==> config.mk <==
export PLATFORM = sky130hd
export DESIGN_NAME = dcache_port_arbiter
export DESIGN_NICKNAME = d
export VERILOG_FILES = /design/src/rtl/dcache_port_arbiter_pkg.sv /design/src/rtl/arb_id_fifo.sv /design/src/rtl/dcache_port_arbiter.sv
export SDC_FILE = /design/constraint.sdc
export NUM_CORES = 1
export LEC_CHECK = 0
export ABC_AREA = 1
export BUFFER_PORTS_ARGS = -buffer_cell sky130_fd_sc_hd__buf_4
export CAP_MARGIN = 20
export CORE_AREA = 2 2 316 318
export CTS_CLUSTER_SIZE = 40
export DETAILED_ROUTE_END_ITERATION = 8
export DIE_AREA = 0 0 318 320
export GPL_TIMING_DRIVEN = 1
export PLACE_DENSITY_LB_ADDON = 0.1
export SLEW_MARGIN = 20
export SYNTH_ARGS = -nofsm -noshare
export SYNTH_HDL_FRONTEND = slang
export SYNTH_SLANG_ARGS = --single-unit
export TNS_END_PERCENT = 1
==> constraint.sdc <==
create_clock -name clk_i -period 7.9 [get_ports clk_i]
set_input_delay 0.395 -clock clk_i [delete_from_list [all_inputs] [get_ports clk_i]]
set_output_delay 0.395 -clock clk_i [all_outputs]
set_load 0.02 [all_outputs]
==> src/rtl/dcache_port_arbiter_pkg.sv <==
// Shared payload types and constants for the D$ port arbiter.
// Request/response structs match the dcache requester interface.
package dcache_port_arbiter_pkg;

    localparam int unsigned DCACHE_INDEX_WIDTH         = 12;
    localparam int unsigned DCACHE_TAG_WIDTH           = 44;
    localparam int unsigned DCACHE_DATA_WIDTH          = 64;
    localparam int unsigned DCACHE_BE_WIDTH            = DCACHE_DATA_WIDTH / 8;
    localparam int unsigned DCACHE_ARB_MAX_OUTSTANDING = 4;

    typedef struct packed {
        logic [DCACHE_INDEX_WIDTH-1:0] address_index;
        logic [DCACHE_TAG_WIDTH-1:0]   address_tag;
        logic [DCACHE_DATA_WIDTH-1:0]  data_wdata;
        logic                          data_req;
        logic                          data_we;
        logic [DCACHE_BE_WIDTH-1:0]    data_be;
        logic [1:0]                    data_size;
        logic                          kill_req;
        logic                          tag_valid;
        logic                          approx;
    } dcache_req_i_t;

    typedef struct packed {
        logic                         data_gnt;
        logic                         data_rvalid;
        logic [DCACHE_DATA_WIDTH-1:0] data_rdata;
    } dcache_req_o_t;

    // Next round-robin start index after a grant to idx, modulo n.
    function automatic int unsigned rr_next(input int unsigned idx, input int unsigned n);
        return (idx + 32'd1 >= n) ? 32'd0 : idx + 32'd1;
    endfunction

endpackage

==> src/rtl/arb_id_fifo.sv <==
// In-order FIFO of requester IDs for reads that were granted but not yet answered.
// DEPTH must be a power of two so the pointers wrap naturally.
module arb_id_fifo
    import dcache_port_arbiter_pkg::*;
#(
    parameter int unsigned DEPTH = DCACHE_ARB_MAX_OUTSTANDING,
    parameter int unsigned WIDTH = 2
) (
    input  logic             clk_i,
    input  logic             rst_ni,
    input  logic             i_push,
    input  logic [WIDTH-1:0] i_data,
    input  logic             i_pop,
    output logic [WIDTH-1:0] o_data,
    output logic             o_full,
    output logic             o_empty
);

    localparam int unsigned PTR_W = $clog2(DEPTH);
    localparam int unsigned CNT_W = $clog2(DEPTH) + 1;

    logic [WIDTH-1:0] r_mem [DEPTH];
    logic [PTR_W-1:0] r_wr_ptr;
    logic [PTR_W-1:0] r_rd_ptr;
    logic [CNT_W-1:0] r_cnt;
    logic             w_push;
    logic             w_pop;

    assign o_full  = (r_cnt == CNT_W'(DEPTH));
    assign o_empty = (r_cnt == '0);
    assign w_push  = i_push && !o_full;
    assign w_pop   = i_pop && !o_empty;
    assign o_data  = r_mem[r_rd_ptr];

    always_ff @(posedge clk_i or negedge rst_ni) begin
        if (!rst_ni) begin
            r_wr_ptr <= '0;
            r_rd_ptr <= '0;
            r_cnt    <= '0;
            for (int i = 0; i < int'(DEPTH); i++) r_mem[i] <= '0;
        end else begin
            if (w_push) begin
                r_mem[r_wr_ptr] <= i_data;
                r_wr_ptr        <= r_wr_ptr + PTR_W'(1);
            end
            if (w_pop) r_rd_ptr <= r_rd_ptr + PTR_W'(1);
            // Simultaneous push and pop leaves the count unchanged.
            if (w_push && !w_pop)      r_cnt <= r_cnt + CNT_W'(1);
            else if (!w_push && w_pop) r_cnt <= r_cnt - CNT_W'(1);
        end
    end

    a_no_overflow:  assert property (@(posedge clk_i) disable iff (!rst_ni) i_push |-> !o_full);
    a_no_underflow: assert property (@(posedge clk_i) disable iff (!rst_ni) i_pop |-> !o_empty);

endmodule

==> src/rtl/dcache_port_arbiter.sv <==
// Shares one D$ request port between NR_PORTS requesters: round-robin index phase,
// tag/kill steered one cycle after a read grant, read responses routed in order.
module dcache_port_arbiter
    import dcache_port_arbiter_pkg::*;
#(
    parameter int unsigned NR_PORTS        = 3,
    parameter int unsigned MAX_OUTSTANDING = DCACHE_ARB_MAX_OUTSTANDING
) (
    input  logic          clk_i,
    input  logic          rst_ni,
    input  dcache_req_i_t req_ports_i [NR_PORTS],
    output dcache_req_o_t req_ports_o [NR_PORTS],
    output dcache_req_i_t req_port_o,
    input  dcache_req_o_t req_port_i
);

    localparam int unsigned IDX_W = (NR_PORTS > 1) ? $clog2(NR_PORTS) : 1;

    logic [IDX_W-1:0] r_rr;
    logic [IDX_W-1:0] r_lock;
    logic [IDX_W-1:0] r_tag;
    logic             r_lock_v;
    logic             r_tag_v;
    logic [IDX_W-1:0] w_win;
    logic [IDX_W-1:0] w_head;
    logic             w_full;
    logic             w_empty;
    logic             w_req;
    logic             w_gnt;
    logic             w_push;
    logic             w_pop;

    // Winner: held lock, else first requester scanning from r_rr (reverse loop keeps lowest offset).
    always_comb begin
        int unsigned j;
        j     = 0;
        w_win = r_lock;
        if (!r_lock_v) begin
            w_win = r_rr;
            for (int unsigned k = NR_PORTS; k > 0; k--) begin
                j = 32'(r_rr) + k - 32'd1;
                if (j >= NR_PORTS) j = j - NR_PORTS;
                if (req_ports_i[IDX_W'(j)].data_req) w_win = IDX_W'(j);
            end
        end
    end

    // A read is held back while the ID FIFO is full; writes never enter it.
    assign w_req  = rst_ni && req_ports_i[w_win].data_req
                    && !(!req_ports_i[w_win].data_we && w_full);
    assign w_gnt  = w_req && req_port_i.data_gnt;
    assign w_push = w_gnt && !req_ports_i[w_win].data_we;
    assign w_pop  = req_port_i.data_rvalid && !w_empty;

    always_ff @(posedge clk_i or negedge rst_ni) begin
        if (!rst_ni) begin
            r_rr     <= '0;
            r_lock   <= '0;
            r_lock_v <= 1'b0;
            r_tag    <= '0;
            r_tag_v  <= 1'b0;
        end else begin
            r_tag_v <= w_push;
            if (w_push) r_tag <= w_win;
            if (w_gnt) begin
                r_lock_v <= 1'b0;
                r_rr     <= IDX_W'(rr_next(32'(w_win), NR_PORTS));
            end else if (w_req) begin
                r_lock_v <= 1'b1;
                r_lock   <= w_win;
            end
        end
    end

    arb_id_fifo #(
        .DEPTH (MAX_OUTSTANDING),
        .WIDTH (IDX_W)
    ) u_id_fifo (
        .clk_i   (clk_i),
        .rst_ni  (rst_ni),
        .i_push  (w_push),
        .i_data  (w_win),
        .i_pop   (w_pop),
        .o_data  (w_head),
        .o_full  (w_full),
        .o_empty (w_empty)
    );

    // Index fields follow the winner; tag fields follow the read in its tag phase.
    always_comb begin
        req_port_o             = req_ports_i[w_win];
        req_port_o.data_req    = w_req;
        req_port_o.address_tag = r_tag_v ? req_ports_i[r_tag].address_tag
                                         : req_ports_i[w_win].address_tag;
        req_port_o.tag_valid   = r_tag_v && req_ports_i[r_tag].tag_valid;
        req_port_o.kill_req    = r_tag_v && req_ports_i[r_tag].kill_req;
        if (!rst_ni) req_port_o = '0;
    end

    always_comb begin
        for (int i = 0; i < int'(NR_PORTS); i++) begin
            req_ports_o[i].data_gnt    = w_gnt && (w_win == IDX_W'(i));
            req_ports_o[i].data_rvalid = w_pop && (w_head == IDX_W'(i));
            req_ports_o[i].data_rdata  = rst_ni ? req_port_i.data_rdata : '0;
        end
    end

    a_lock_held:    assert property (@(posedge clk_i) disable iff (!rst_ni)
                                     r_lock_v |-> req_ports_i[r_lock].data_req);
    a_rvalid_empty: assert property (@(posedge clk_i) disable iff (!rst_ni)
                                     req_port_i.data_rvalid |-> !w_empty);
    a_gnt_req:      assert property (@(posedge clk_i) disable iff (!rst_ni)
                                     w_gnt |-> req_port_o.data_req);

endmodule

==> impl_metrics.tcl, run 1 <==
set metrics [dict create \
    worst_pin_slew_ns 1.06 \
    path_buf_inv 4 \
    routed_via_density 3.73 \
    maxSlewViolCount 0 \
    cts_resized 0 \
    first_global_vias 12500 \
    area_growth_pct 80.8 \
    cts_buffer_depth 2 \
    cts_root_buf "clkbuf_16" \
    r2r_slack_ns 2.96 \
    cp.arrival_ns 5.08 \
    path_clk_slew_ns 0.06 \
    place.gp.congestion 0.934 \
    antenna_found_initial 6 \
    slowest_delay_ns 0.80 \
    detail_route.wl_per_cell_um 20.8 \
    finalNetCount 2597 \
    relSlewSlack 0.292 \
    syn_nets 2019 \
    critical_path_required_ns 8.04 \
    peakVddDrop_mv 0.253 \
    ys_seq_area_frac 0.0725 \
    grt_usage 0.129 \
    post-route-min-period_ns 4.94 \
    die_x_um 318 \
    start_util 0.0810 \
    grt_overflow 0 \
    htree_levels 1 \
    numPortBuffers 805 \
    cts_setup_buffers 0 \
    cts_buffers 3 \
    die_h_um 320 \
    cts.sinks 23 \
    synth_area_leader_cell "nand3_1" \
    hold_slack_ns 0.127 \
    synth_area_um2 7940 \
    power_density_nw_per_um2 374 \
    syn_avg_cell_area_um2 5.17 \
    yosys.area.top_type_share 0.192 \
    critPathKind "flop to flop" \
    drive_gt1_frac 0.402 \
    core_um2 98000 \
    fp.dieArea_um2 102000 \
    critPathTopFamily "simple AND/OR/NAND/NOR gates" \
    ant_nets 0 \
    grt_max_degree 110 \
    drc 0 \
    first_pass_iters 5 \
    dp_hpwl_um 56000 \
    endpoint_kind "flop" \
    fmax_mhz 203 \
    power_leakage_nw 8.03 \
    hold_buffers 0 \
    cp_slowest_cell "buf_4" \
    crit_chain "inv_1 -> ha_1 -> inv_2 -> nand3_1 -> nand2_1 -> nand2_1 -> nand2_1 -> nand2_1 -> a21boi_4 -> buf_4 -> nand4_1 -> nand4_1 -> nand3_4 -> nor2_4 -> ha_1 -> inv_1 -> fa_1 -> a21oi_1 -> o21ai_0 -> xor2_1" \
    yosysUniqueCellTypes 39 \
    insertion_delay_ns 0.26 \
    synth.area.top_cells "nand3_1 19%, nand2_1 18%, buf_4 12%" \
    grt_pass1_wl_um 96300 \
    rsz0062_at_grt "no" \
    yosys_warnings 0 \
    syn_inst 1537 \
    first_iter_violations 787 \
    fp-row-count 115 \
    hold_violations 0 \
    crit_top_cell "nand2_1" \
    cts_tree "built" \
    total_power_mw 5.37 \
    route.vias.total 12700 \
    setup_viol 0 \
    fill_cells 11600 \
    fin_skew_ns 0.00360 \
    period_share 0.625 \
    critPathLaunchType "flop" \
    worstPathMaxFanout 71 \
    final_common_cell "buf_4" \
    io_pins 806 \
    status "completed" \
    most-common-layout-cells "819 x buf_4, 372 x nand2_1, 305 x nand3_1" \
    tns_ns 0 \
    wl_um 71000 \
    hp-class "input pin to asynchronous set/reset pin" \
    synth-seq-cells 23 \
    cap_violations 0 \
]
synthesized netlist by cell type:
master       n
and2_1       1
buf_2       22
a32oi_1      1
clkbuf_1    80
nand4_1      4
o221ai_1    22
nand2_2      2
o21ai_1     40
buf_4      130
buf_6        5
a21oi_1     49
nand3_2      2
nor2_1      59
a2bb2oi_1    2
o21a_1       1
nand3_1    305
xnor2_1      1
o21ai_0    127
o21bai_1     8
mux2_2       1
inv_1      211
xor2_1       3
nor3_1       6
fa_1         1
clkbuf_2     1
inv_2        9
nand2_4      1
o211ai_1    22
o31ai_1      1
dfrtp_1     23
buf_1       10
a21boi_4     1
nor2_4       2
ha_1         8
nand3_4      1
a211oi_2     1
inv_4        1
nand2_1    372
nand4_4      1
path summary, 6_finish.rpt:
path / start / end / cells past startpoint
worst max-delay path: r_rr[0]$_DFFE_PN0N_ / u_id_fifo.r_cnt[2]$_DFFE_PN0P_ / 20
worst max register to register: r_rr[0]$_DFFE_PN0N_ / u_id_fifo.r_cnt[2]$_DFFE_PN0P_ / 20
max in group asynchronous: rst_ni / u_id_fifo.r_rd_ptr[0]$_DFFE_PN0P_ / 2
min in group clk_i: req_port_i[65] / r_tag_v$_DFF_PN0_ / 3
worst min-delay path: rst_ni / u_id_fifo.r_mem[0]$_DFFE_PN0P_ / 1
worst min register to register: r_tag[1]$_DFFE_PN0N_ / r_tag[1]$_DFFE_PN0N_ / 2
worst reg2reg max path, delay by kind of cell (launching register included):
kind                     cells  cell delay [ns]
flip-flops                   1             0.35
XOR/XNOR                     1             0.16
AND/OR/NAND/NOR              9             1.36
adder cells (fa/ha/maj)      3             0.96
AO/OA/AOI/OAI                3             0.88
buffers and inverters        4             1.08
kinds of logic after synthesis:
group,after synthesis,synth area share
DFF,23,0.0725
and+or+nand+nor,756,0.417
muxes,1,0.00142
buffers and inverters,469,0.292
AOI/OAI and AO/OA,275,0.198
xor gates and xnor gates,4,0.00441
adders and majority gates,9,0.0151
through the flow:
stage          setup WS (ns)   util  instances  cell area [um2]
2_1_floorplan           4.80      -       1537             7940
3_3_place_gp            2.81  0.146       3397            14300
3_5_place_dp            2.86  0.146       3397            14300
4_1_cts                 2.81  0.146       3401            14300
5_1_grt                 2.56  0.146       3402            14300
6_report                2.96  0.147       3407            14400
state kept, by name, summed over array words and instances (netlist names):
register and cells:
r_lock 2, r_lock_v 1, r_rr 2, r_tag 2, r_tag_v 1, u_id_fifo.r_cnt 3, u_id_fifo.r_mem 8, u_id_fifo.r_rd_ptr 2
u_id_fifo.r_wr_ptr 2
per-layer routing:
metal	share of wire	GRT usage	up-vias
li1	-	-	5992
met1	0.42	0.159	6087
met2	0.50	0.231	570
met3	0.071	0.0306	36
met4	0.0078	0.0150	8
met5	0.00070	0	-
power by group:
part | switching, mW | internal [mW]
clock network | 0.0466 | 0.0691
registers | 0.0431 | 0.177
logic | 3.44 | 1.59
layout make-up:
type / count / area, um2 / area share
repair buffers: 821 / 6180 / 0.430
multi-input cells: 1045 / 5060 / 0.352
well taps: 1287 / 1610 / 0.112
inverters: 221 / 838 / 0.0584
flip-flops and latches: 23 / 578 / 0.0403
clock buffers: 4 / 78.8 / 0.00549
diodes: 6 / 15.0 / 0.00105
Power figures use the tool's default switching activity.
==> inputs of run 2 (changes only) <==
ABC_AREA = 0   (was 1)
CORE_AREA = 2 2 310 312   (was 2 2 316 318)
DIE_AREA = 0 0 312 314   (was 0 0 318 320)
clock period = 4.4 ns   (was 7.9 ns; I/O delays follow)
==> run 2 against run 1 <==
Against the previous run: via count fell by 20%; first-iteration DRC count decreased by 60%; hold slack improved by 0.23 ns; highest routed layer unchanged; sequential share of layout area rose by 0.18 points; flip-flop and latch count unchanged; die area down 3.7%; utilization is 0.063 points higher; synthesized cell count decreased by 33%; critical path depth down 8; total power rose by 75%; cell count down 15%; design area fell by 3.2%.
==> impl_metrics.tcl, run 2 <==
set metrics [dict create \
    post-route-min-period_ns 4.20 \
    synth_area_um2 7280 \
    setup_viol 0 \
    most-common-layout-cells "819 x buf_4, 227 x nor2_1, 137 x a21oi_1" \
    tns_ns 0 \
    synth-seq-cells 23 \
    hold_violations 0 \
    ant_nets 0 \
    yosys_warnings 0 \
    hold_slack_ns 0.356 \
    cts_tree "built" \
    endpoint_kind "output port" \
    grt_max_degree 116 \
    period_share 0.954 \
    routed_via_density 3.48 \
    synth_common_cells "228 x nor2_1, 137 x a21oi_1, 135 x mux2i_1" \
    largest_reg_flops 8 \
    clockPowerShare 0.022 \
    dp_hpwl_um 50800 \
    relSlewSlack 0.315 \
    final_common_cell "buf_4" \
    cts_root_buf "clkbuf_16" \
    fin_skew_ns 0.00431 \
    synth_area_leader_cell "mux2i_1" \
    die_x_um 312 \
    fin_cells 2912 \
    fmax_mhz 238 \
    power_density_nw_per_um2 675 \
    r2r_slack_ns 0.43 \
    grt_usage 0.117 \
    fp.dieArea_um2 98000 \
    synth_ff_type "dfrtp_1" \
    critPathLaunchType "flop" \
    detail_route.wl_per_cell_um 21.3 \
    status "completed" \
    power_leakage_nw 6.54 \
    antenna_found_initial 5 \
    cap_violations 0 \
    die_h_um 314 \
    wl_um 61900 \
    cp.arrival_ns 3.98 \
    min_to "r_tag_v$_DFF_PN0_" \
    maxSlewViolCount 0 \
    drc 0 \
    cts_buffer_depth 2 \
    drive_gt1_frac 0.550 \
    worstPathMaxFanout 115 \
    synth.area.top_cells "mux2i_1 19%, buf_4 13%, nor2_1 12%" \
    hold_depth 3 \
    path_clk_slew_ns 0.07 \
    syn_avg_cell_area_um2 7.02 \
    p_switching_mw 5.43 \
    p_seq_frac 0.060 \
    critPathKind "flop to output port" \
    first_iter_violations 317 \
    r2r_end "u_id_fifo.r_cnt[2]$_DFFE_PN0P_" \
    rsz0062_at_grt "no" \
    r2r_cells 15 \
    yosys.area.top_type_share 0.186 \
    place.gp.congestion 0.954 \
    grt_overflow 0 \
    async_flop_share 1.00 \
    dp_slack_ns 0.447 \
    fp-row-count 113 \
    p_int_mw 3.96 \
    first_pass_iters 4 \
    syn_nets 1519 \
    cts_setup_buffers 0 \
    finalNetCount 2127 \
    ys_seq_area_frac 0.0790 \
    synth_edf_count 0 \
    critical_path_required_ns 4.18 \
    top_register "u_id_fifo.r_mem" \
    htree_levels 1 \
    worst_pin_slew_ns 1.03 \
    holdCritStartpoint "req_ports_i[13]" \
    syn_inst 1037 \
    synth_most_common_cell "nor2_1" \
    insertion_delay_ns 0.26 \
    p_comb_frac 0.919 \
    start_util 0.0771 \
    io_pins 806 \
    peakVddDrop_mv 0.706 \
    cts_buffers 3 \
    numPortBuffers 805 \
    hp-class "input pin to flop" \
    r2r-start "r_rr[0]$_DFFE_PN0N_" \
    core_um2 94400 \
    setup_slack_ns 0.201 \
    grt_pass1_wl_um 83500 \
    route.vias.total 10100 \
    switching_share 0.579 \
    first_global_vias 10700 \
    reg_top3 "u_id_fifo.r_mem: 8 flops, u_id_fifo.r_cnt: 3 flops" \
    cts.sinks 23 \
    yosysUniqueCellTypes 52 \
    dp.cells 2904 \
    area_growth_pct 90.9 \
]
-- run 2: cell types whose count changed after synthesis, moves of 21 or more --
cell | before | now
nand2_1 | 372 | 10
nand3_1 | 305 | 1
inv_1 | 211 | 8
nor2_1 | 59 | 228
mux2i_1 | 0 | 135
o21ai_0 | 127 | 3
a21oi_1 | 49 | 137
and2_1 | 1 | 64
mux2_2 | 1 | 55
a211oi_1 | 0 | 44
a221oi_1 | 0 | 44
o21ai_1 | 40 | 0
o221ai_1 | 22 | 0
o211ai_1 | 22 | 1
-- run 2: power groups by stage --
stage	clock, mW	sequential [mW]	combinational (mW)
after floorplan	0	0.368	5.59
after global placement	0	0.579	8.82
after detailed placement	0	0.573	8.83
after CTS	0.213	0.572	8.86
after global routing	0.219	0.586	9.37
final	0.206	0.559	8.62
-- run 2: per-stage QoR --
step           power, mW  area (um2)   util
2_1_floorplan       5.96        7280      -
3_3_place_gp        9.39       13800  0.146
3_5_place_dp        9.41       13800  0.146
4_1_cts             9.65       13900  0.147
5_1_grt             10.2       13900  0.147
6_report            9.39       13900  0.147
-- run 2: repair_timing --
item	4_1_cts	5_1_grt
hold endpoints to repair	23	0
setup endpoints to repair	0	2
gates resized for setup	0	1
hold buffers	1	0
-- run 2: critical path, stage by stage, from the launching register on --
cell and delay [ns]:
dfrtp_1 0.41, inv_1 0.12, ha_1 0.31, mux2_4 0.34, o32a_1 0.30, and3_4 0.19
o21ai_4 0.23, buf_16 0.53, nor2_4 0.02, buf_4 0.27, a221oi_1 0.35, a211oi_1 0.10
buf_4 0.23
-- run 2: logic make-up (layout without fill, tap and decap cells) --
| group | Yosys count | in the layout | share of synthesized area |
|---|---|---|---|
| AOI/OAI and AO/OA | 243 | 243 | 0.214 |
| xor gates and xnor gates | 6 | 6 | 0.00722 |
| adders and majority gates | 9 | 9 | 0.0165 |
| buffers and inverters | 229 | 836 | 0.187 |
| DFF | 23 | 23 | 0.0790 |
| muxes | 198 | 198 | 0.288 |
| other | 0 | 3 | 0 |
| and+or+nand+nor | 329 | 329 | 0.208 |
-- run 2: how the worst max path moves through the flow --
stage	from	endpoint	depth (start not counted)
2_1_floorplan	r_rr[0]$_DFFE_PN0N_	u_id_fifo.r_cnt[2]$_DFFE_PN0P_	16
3_3_place_gp	r_rr[0]$_DFFE_PN0N_	req_port_o[122]	11
3_5_place_dp	r_rr[0]$_DFFE_PN0N_	req_port_o[122]	11
4_1_cts	r_rr[0]$_DFFE_PN0N_	req_port_o[122]	11
5_1_grt	r_rr[1]$_DFFE_PN0N_	req_port_o[122]	11
6_report	r_rr[0]$_DFFE_PN0N_	req_port_o[86]	12
-- run 2: area by class of cell --
| class | instances | area, um2 |
|---|---|---|
| clock inverter | 1 | 5.00 |
| antenna | 3 | 7.51 |
| timing repair buffer | 823 | 6230 |
| tap | 1265 | 1580 |
| fill | 10900 | 80500 |
| multi-input combinational | 785 | 5380 |
| sequential | 23 | 584 |
| clock buffer | 3 | 75.1 |
| inverter | 9 | 38.8 |
-- run 2: layer usage --
metal  global-route usage  up-vias  part of all wire
li1                     -     4762                 -
met1                0.116     4815              0.34
met2                0.240      514              0.56
met3               0.0336       26             0.082
met4               0.0160        6             0.013
met5                    0        -           0.00042
==> inputs of run 3 (changes only) <==
ABC_AREA = 1   (was 0)
CORE_AREA = 2 2 314 316   (was 2 2 310 312)
DIE_AREA = 0 0 316 318   (was 0 0 312 314)
==> run 3 against run 2 <==
Against the previous run: setup slack better by 0.42 ns; non-clock buffer count increased by 8; cell count grew 17%; utilization is 0.15 points higher; via count is 26% higher; wire length grew 14%; total power increased by 3.7%; combinational power grew 5.9%; first-iteration DRC count increased to 2.6 times the previous value; global-route usage is 1.4 points higher; critical endpoint is now req_port_o[99]; largest power group unchanged.
==> impl_metrics.tcl, run 3 (synthesized netlist as in run 1, its figures left out) <==
set metrics [dict create \
    status "completed" \
    drive_gt1_frac 0.405 \
    min_to "r_tag_v$_DFF_PN0_" \
    r2r-start "r_rr[0]$_DFFE_PN0N_" \
    hold_violations 0 \
    clockPowerShare 0.022 \
    cts.sinks 23 \
    dpl_cell_area_um2 14400 \
    ant_nets 0 \
    postLayoutCellArea_um2 14500 \
    dp_hpwl_um 56000 \
    die_h_um 318 \
    grt_usage 0.131 \
    first_iter_violations 825 \
    numPortBuffers 805 \
    holdCritStartpoint "req_port_i[65]" \
    r2r_cells 21 \
    postLayoutCoreUtil 0.149 \
    switching_share 0.646 \
    cts_buffers 3 \
    area_growth_pct 82.4 \
    post-route-min-period_ns 3.78 \
    peakVddDrop_mv 0.720 \
    cp_slowest_cell "buf_4" \
    final_common_cell "buf_4" \
    drc 0 \
    worstPathMaxFanout 49 \
    place.gp.congestion 0.957 \
    finalNetCount 2607 \
    relSlewSlack 0.343 \
    route.vias.total 12700 \
    crit_chain "inv_1 -> ha_1 -> inv_2 -> nand2_1 -> nand3_1 -> nand2_1 -> inv_2 -> nand2_1 -> nand2_1 -> nand2_1 -> nand2_1 -> nand2_2 -> nand2_4 -> buf_4 -> nand2_1 -> buf_4 -> o21ai_0 -> o21ai_0 -> a21oi_1 -> buf_4" \
    r2r_slack_ns 0.72 \
    first_global_vias 12700 \
    fmax_mhz 265 \
    fp-row-count 115 \
    first_pass_iters 5 \
    p_int_mw 3.45 \
    crit_top_cell "nand2_1" \
    tns_ns 0 \
    critical_path_required_ns 4.18 \
    start_util 0.0815 \
    grt_max_degree 110 \
    grt_pass1_wl_um 96100 \
    fin_skew_ns 0.00266 \
    slowest_delay_ns 0.54 \
    rsz0062_at_grt "no" \
    path_buf_inv 6 \
    htree_levels 1 \
    p_switching_mw 6.29 \
    worst_pin_slew_ns 0.984 \
    r2r_end "u_id_fifo.r_cnt[2]$_DFFE_PN0P_" \
    reg_top3 "u_id_fifo.r_mem: 8 flops, u_id_fifo.r_cnt: 3 flops" \
    grt_overflow 0 \
    critPathLaunchType "flop" \
    hp-class "input pin to flop" \
    period_share 0.859 \
    antenna_found_initial 9 \
    wl_um 70600 \
    detail_route.wl_per_cell_um 20.7 \
    cts_buffer_depth 2 \
    fp.dieArea_um2 100000 \
    power_density_nw_per_um2 672 \
    setup_viol 0 \
    endpoint_kind "output port" \
    top_register "u_id_fifo.r_mem" \
    routed_via_density 3.73 \
    cts_resized 0 \
    cts_setup_buffers 0 \
    critPathTopFamily "buffers and inverters" \
    critPathKind "flop to output port" \
    fill_cells 11400 \
    power_leakage_nw 8.10 \
    cts_root_buf "clkbuf_16" \
    cts_tree "built" \
    p_comb_frac 0.937 \
    path_clk_slew_ns 0.07 \
    die_x_um 316 \
    cap_violations 0 \
    hold_depth 3 \
    p_seq_frac 0.041 \
    io_pins 806 \
    largest_reg_flops 8 \
    insertion_delay_ns 0.27 \
    core_um2 97400 \
    most-common-layout-cells "823 x buf_4, 372 x nand2_1, 305 x nand3_1" \
    maxSlewViolCount 0 \
    cp.arrival_ns 3.56 \
]
run 3: changes by cell type in the layout (fill, tap and decap cells not counted), moves of 44 or more:
| cell | delta |
|---|---|
| nand3_1 | +304 |
| a21oi_1 | -88 |
| and2_1 | -64 |
| nor2_1 | -169 |
| nand2_1 | +363 |
| o21ai_0 | +124 |
| mux2i_1 | -135 |
| mux2_2 | -54 |
| a221oi_1 | -44 |
| inv_1 | +203 |
| a211oi_1 | -44 |
run 3: worst register-to-register path, stage by stage (launching register included):
cell and delay (ns):
dfrtp_1 0.35, inv_1 0.08, ha_1 0.37, inv_2 0.12, nand3_1 0.10, nand2_1 0.08
nand2_1 0.06, nand2_1 0.06, nand2_1 0.08, a21boi_4 0.37, inv_4 0.13, nand2_1 0.09
nand2_1 0.08, nor2_4 0.16, nand3_4 0.13, nor2_4 0.24, ha_1 0.20, inv_1 0.07
fa_1 0.37, a21oi_1 0.14, o21ai_0 0.12, xor2_1 0.15
run 3: per-stage QoR:
| stage | hold slack (ns) | worst slack [ns] | std cells | total power [mW] |
|---|---|---|---|---|
| floorplan | -0.0756 | 1.30 | 1537 | 5.84 |
| CTS | 0.293 | 0.582 | 3411 | 9.95 |
| detailed placement | 0.202 | 0.724 | 3406 | 9.68 |
| global placement | 0.190 | 0.638 | 3406 | 9.73 |
| global route | 0.297 | 0.115 | 3412 | 10.7 |
| finish | 0.293 | 0.620 | 3413 | 9.74 |
run 3: how the worst max path moves through the flow:
stage	cells past startpoint	to	slack, ns	from
after floorplan	21	u_id_fifo.r_cnt[2]$_DFFE_PN0P_	1.30	r_rr[0]$_DFFE_PN0N_
after global placement	21	u_id_fifo.r_cnt[2]$_DFFE_PN0P_	0.64	r_rr[0]$_DFFE_PN0N_
after detailed placement	21	u_id_fifo.r_cnt[2]$_DFFE_PN0P_	0.72	r_rr[0]$_DFFE_PN0N_
after CTS	20	req_port_o[99]	0.58	r_rr[0]$_DFFE_PN0N_
after global routing	20	req_port_o[99]	0.11	r_rr[0]$_DFFE_PN0N_
final	20	req_port_o[99]	0.62	r_rr[0]$_DFFE_PN0N_
run 3: power by group through the flow:
stage | Sequential [mW] | Clock [mW] | Combinational, mW
2_1_floorplan | 0.369 | 0 | 5.47
3_3_place_gp | 0.402 | 0 | 9.33
3_5_place_dp | 0.402 | 0 | 9.28
4_1_cts | 0.399 | 0.229 | 9.32
5_1_grt | 0.416 | 0.236 | 10.0
6_report | 0.399 | 0.213 | 9.13
run 3: final cells by class:
cell class	instances	area (um2)	share of cell area
Clock buffer	3	75.1	0.00518
Timing Repair Buffer	831	6320	0.436
Tap cell	1287	1610	0.111
Clock inverter	1	5.00	0.000345
Antenna cell	2	5.00	0.000345
Sequential cell	23	578	0.0399
Inverter	221	836	0.0577
Multi-Input combinational cell	1045	5060	0.349
run 3: layer usage:
metal,share of wire,wire length [um],up-vias,GRT usage
met2,0.49,34400,589,0.228
met5,0.00093,66,-,0
met3,0.089,6320,54,0.0320
li1,-,-,6008,-
met4,0.020,1420,10,0.0269
met1,0.40,28400,6063,0.163
run 3: repair_timing:
action / CTS / global route
hold endpoints to repair: 6 / 0
endpoints found under the setup margin: 0 / 0
hold buffers: 1 / 0
